`src/rtl/display_scan_driver.sv`:
```
// Multiplexed common-anode seven-segment scan driver with tear-free frame reload.
// Optional leading-zero blanking is enabled by defining LEADING_ZERO_BLANK_EN.
module display_scan_driver #(
  parameter int DIGITS   = 4,
  parameter int PRESCALE = 50000
) (
  input  logic                  clk,
  input  logic                  reset,
  input  logic                  load,
  input  logic [4*DIGITS-1:0]   data_in,
  input  logic [DIGITS-1:0]     dp_in,
  output logic [3:0]            nibble_out,
  output logic [DIGITS-1:0]     an_n,
  output logic                  dp_n,
  output logic                  frame_done
);

  localparam int CW = (PRESCALE > 1) ? $clog2(PRESCALE) : 1;
  localparam int IW = (DIGITS > 1) ? $clog2(DIGITS) : 1;
  localparam logic [CW-1:0] CNT_LAST = CW'(PRESCALE - 1);
  localparam logic [IW-1:0] IDX_LAST = IW'(DIGITS - 1);

  logic [CW-1:0]         r_cnt;
  logic [IW-1:0]         r_idx;
  logic [4*DIGITS-1:0]   r_sh_data;
  logic [DIGITS-1:0]     r_sh_dp;
  logic [4*DIGITS-1:0]   r_disp_data;
  logic [DIGITS-1:0]     r_disp_dp;
  logic [3:0]            r_nib;
  logic [DIGITS-1:0]     r_an_n;
  logic                  r_dp_n;
  logic                  r_frame_done;

  logic                  w_tick;
  logic                  w_wrap;
  logic [IW-1:0]         w_idx_nx;
  logic [4*DIGITS-1:0]   w_src_data;
  logic [DIGITS-1:0]     w_src_dp;
  logic [DIGITS-1:0]     w_blank;
  logic [DIGITS-1:0]     w_one;
  logic [3:0]            w_nib;
  logic                  w_sel_blank;
  logic                  w_sel_dp;

  assign w_tick   = (r_cnt == CNT_LAST);
  assign w_wrap   = w_tick && (r_idx == IDX_LAST);
  assign w_idx_nx = (r_idx == IDX_LAST) ? '0 : r_idx + IW'(1);

  // On the wrapping tick the display register is being reloaded, so the
  // outputs for digit 0 must come from the shadow it is about to take.
  assign w_src_data = w_wrap ? r_sh_data : r_disp_data;
  assign w_src_dp   = w_wrap ? r_sh_dp   : r_disp_dp;

`ifdef LEADING_ZERO_BLANK_EN
  always_comb begin
    w_blank = '0;
    w_blank[DIGITS-1] = (w_src_data[4*DIGITS-1 -: 4] == 4'h0)
                        && !w_src_dp[DIGITS-1];
    for (int i = DIGITS - 2; i >= 1; i--) begin
      w_blank[i] = w_blank[i+1]
                   && (w_src_data[4*i +: 4] == 4'h0)
                   && !w_src_dp[i];
    end
  end
`else
  assign w_blank = '0;
`endif

  assign w_one       = {{(DIGITS-1){1'b0}}, 1'b1};
  assign w_nib       = w_src_data[{w_idx_nx, 2'b00} +: 4];
  assign w_sel_blank = w_blank[w_idx_nx];
  assign w_sel_dp    = w_src_dp[w_idx_nx];

  always_ff @(posedge clk or posedge reset) begin
    if (reset) begin
      r_cnt <= '0;
      r_idx <= IDX_LAST;
    end else begin
      r_cnt <= w_tick ? '0 : r_cnt + CW'(1);
      if (w_tick) r_idx <= w_idx_nx;
    end
  end

  always_ff @(posedge clk or posedge reset) begin
    if (reset) begin
      r_sh_data   <= '0;
      r_sh_dp     <= '0;
      r_disp_data <= '0;
      r_disp_dp   <= '0;
    end else begin
      if (w_wrap) begin
        r_disp_data <= r_sh_data;
        r_disp_dp   <= r_sh_dp;
      end
      if (load) begin
        r_sh_data <= data_in;
        r_sh_dp   <= dp_in;
      end
    end
  end

  always_ff @(posedge clk or posedge reset) begin
    if (reset) begin
      r_nib        <= 4'h0;
      r_an_n       <= '1;
      r_dp_n       <= 1'b1;
      r_frame_done <= 1'b0;
    end else begin
      r_frame_done <= w_wrap;
      if (w_tick) begin
        r_nib  <= w_nib;
        r_an_n <= w_sel_blank ? '1 : ~(w_one << w_idx_nx);
        r_dp_n <= w_sel_blank | ~w_sel_dp;
      end
    end
  end

  assign nibble_out = r_nib;
  assign an_n       = r_an_n;
  assign dp_n       = r_dp_n;
  assign frame_done = r_frame_done;

endmodule

```
`config.mk`:
```
export PLATFORM = sky130hd
export DESIGN_NAME = display_scan_driver
export DESIGN_NICKNAME = d
export VERILOG_FILES = /design/src/rtl/display_scan_driver.sv
export SDC_FILE = /design/constraint.sdc
export NUM_CORES = 1
export LEC_CHECK = 0
export CELL_PAD_IN_SITES_DETAIL_PLACEMENT = 0
export CELL_PAD_IN_SITES_GLOBAL_PLACEMENT = 1
export CORE_MARGIN = 8
export CORE_UTILIZATION = 50
export DETAILED_ROUTE_END_ITERATION = 16
export PLACE_DENSITY_LB_ADDON = 0.1
export SYNTH_ARGS = -nofsm -noshare
export SYNTH_HDL_FRONTEND = slang
export SYNTH_SLANG_ARGS = --single-unit
```
`constraint.sdc`:
```
create_clock -name clk -period 3.22 [get_ports clk]
set_input_delay 0.644 -clock clk [delete_from_list [all_inputs] [get_ports clk]]
set_output_delay 0.644 -clock clk [all_outputs]
set_load 0.005 [all_outputs]
```
==> results.yml <==
place:
  port_buffers: 32
  gp_congestion: 0.793
  place_area_um2: 3520
  dp.final_hpwl_mm: 3.94
sta:
  worst_slew_margin_rel_pct: 51.0
  final.setup.tns_ns: 0
  period_needed_ns: 2.31
  clock_skew_ns: 0.00950
  period_share_pct: 71.6
  finalHoldViolCount: 0
  slew_violations: 0
  fmax_mhz: 433
  tightest_slew_ns: 0.732
  finalSetupViolCount: 0
  rsz0062_at_grt: "false"
global_route:
  grt_overflow: 0
  met1_usage_pct: 19.0
  grt_busiest_layer: "met2"
  grt_max_degree: 40
  grt_use_met2_pct: 21.7
  first_global_vias: 2014
  antenna_found_initial: 0
  globalRouteMet3Util_pct: 4.32
  groute.usage.overall_pct: 14.6
  grt_pass1_wl_mm: 10.1
setup_path:
  crit_path_end_kind: "flop"
  reg2reg_to: "r_disp_data[10]"
  crit_fanout: 21
  worstPathRequired_ns: 3.44
  crit_start: "r_cnt[7]"
  arrival_ns: 2.53
  cp-start-kind: "flop"
  critPathKind: "flop to flop"
  regToRegSetupSlack_ns: 0.91
  reg2reg_from: "r_cnt[7]"
  r2r_cells: 4
power_and_ir_drop:
  powerDensity_nw_per_um2: 456
  peakVddDrop_uv: 287
  power.static_leakage_nw: 1.65
logic_synthesis:
  synth_cell_types: 37
  avgSynthCellArea_um2: 13.2
  synth_top_area_cell: "dfrtp_1"
  ys_seq_area_share_pct: 54.8
  synth_nets: 265
  synth_top_area_share_pct: 48.9
  syn-cell-area_um2: 3120
  yosysWarnings: 0
  ys.flop_type: "dfrtp_1"
  synth-edff-count: 0
  synth_common_cells: "dfrtp_1, mux2_2, nand2_1"
  synth_area_leaders: "dfrtp_1, mux2_4, mux2_2"
  syn_inst: 236
  yosysMostFrequentCell: "dfrtp_1"
  synthArstFlopShare_pct: 100
  ys_ff_latch: 68
die:
  die_area_um2: 9030
  rows: 28
  core_area_um2: 5990
  die_h_um: 95.0
  die_x_um: 95.0
  ios: 33
  start_util_pct: 52.1
routing:
  dr.pass1.iters: 4
  wl_per_cell_um: 16.2
  routed_wirelength_mm: 5.77
  vias_per_cell: 5.28
  vias: 1873
  post-route-drc-count: 0
  drtIter0Drc: 55
  ant_nets: 0
cts:
  root_buffer: "clkbuf_8"
  cts.sinks: 68
  cts_htree_levels: 3
  cts_post_setup_buffers_inserted: 0
  cts_hold_buf: 0
  cts_buffers: 9
  clock_latency_ns: 0.34
  tritoncts: "done"
  cts_resized: 0
  cts_max_path_buffers: 2
  clk_pin_slew_worst_paths_ns: 0.07
finish:
  fin_util_pct: 62.1
  syn2layout_area_growth_pct: 19.2
  nFillCells: 466
  diodes: 0
  final_nets: 304
  seqCellArea_um2: 1710
  multi_input_area_um2: 1330
  design_area_um2: 3720
  layout-drive-gt1-share_pct: 28.6
run_status:
  status: "finished, final reports clean"
min_path:
  hp-class: "flop to flop"
  hold_end: "an_n[0]"
  worstHoldStart: "an_n[0]"
  worstHoldPathCells: 2
job:
  maxCapViolations: 0
[layout by cell type (no fill, tap or decap), types with 2 or more instances in the layout]
master / n
or4_1: 2
o31ai_1: 2
nand2_1: 20
and3_1: 2
ha_1: 6
nand3_1: 4
dfrtp_1: 61
nor2b_1: 4
mux2_2: 23
nor2_1: 9
clkbuf_8: 11
nor4_4: 2
buf_4: 3
xor2_1: 7
a21oi_1: 7
o21ai_2: 5
clkdlybuf4s50_1: 32
nand4_1: 4
mux2_4: 19
inv_1: 5
dfstp_2: 7
clkinv_2: 2
xnor2_1: 4
or4_4: 2
mux2i_1: 8
o21ai_0: 11
a211oi_1: 4
[logic make-up (layout without fill, tap and decap cells)]
| kind of cell | count (synthesis) | after routing | share of synthesized area, % |
|---|---|---|---|
| mux | 51 | 51 | 20.7 |
| buf+inv | 14 | 58 | 2.60 |
| fa+ha+maj | 6 | 6 | 2.40 |
| compound gates | 29 | 29 | 5.73 |
| xor+xnor | 11 | 11 | 3.09 |
| flops | 68 | 68 | 54.8 |
| simple gates | 57 | 57 | 10.7 |
[state kept, by name, summed over array words and instances (netlist names)]
register     count
r_sh_data       16
r_cnt           16
an_n             4
nibble_out       4
r_disp_dp        4
r_idx            2
r_disp_data     16
frame_done       1
r_sh_dp          4
dp_n             1
[layout make-up]
cell class	instances	area share, %
inverter	6	0.605
tap	75	2.52
timing repair buffer	36	9.75
multi-input combinational	154	35.7
clock buffer	12	4.17
sequential	68	45.9
clock inverter	4	1.28
[stage by stage]
stage          cells  power [W]  setup slack (ns)  hold WS, ns
2_1_floorplan    236   0.000951             0.876        0.445
3_3_place_gp     339   0.000992             0.975        0.461
3_5_place_dp     339   0.000995             0.926        0.463
4_1_cts          355    0.00171             0.901        0.474
5_1_grt          355    0.00176             0.801        0.494
6_report         355    0.00170             0.913        0.470
[critical path: stages (launching register included)]
cell and delay (ns):
dfrtp_1 0.41, or4_4 0.59, nor4_4 0.26, nand2_2 0.46, mux2_4 0.46
[how the worst max path moves through the flow]
stage,endpoint,slack (ns),depth (start not counted)
6_report,r_disp_data[10],0.91,4
5_1_grt,r_disp_data[11],0.80,4
4_1_cts,r_disp_data[11],0.90,4
3_5_place_dp,r_disp_data[10],0.93,4
3_3_place_gp,r_disp_data[10],0.98,4
2_1_floorplan,frame_done,0.88,1
[power by group]
| part | internal, W | leakage [nW] | switching [W] | total [W] |
|---|---|---|---|---|
| logic | 0.0000501 | 0.683 | 0.0000289 | 0.0000790 |
| registers | 0.000879 | 0.865 | 0.0000172 | 0.000897 |
| clock network | 0.000398 | 0.102 | 0.000323 | 0.000721 |
[layer usage]
layer / up-vias / wire, um
met5: - / 0
met2: 33 / 2660
met1: 917 / 2770
met3: 9 / 228
li1: 914 / -
met4: 0 / 109
Power figures use the tool's default switching activity.
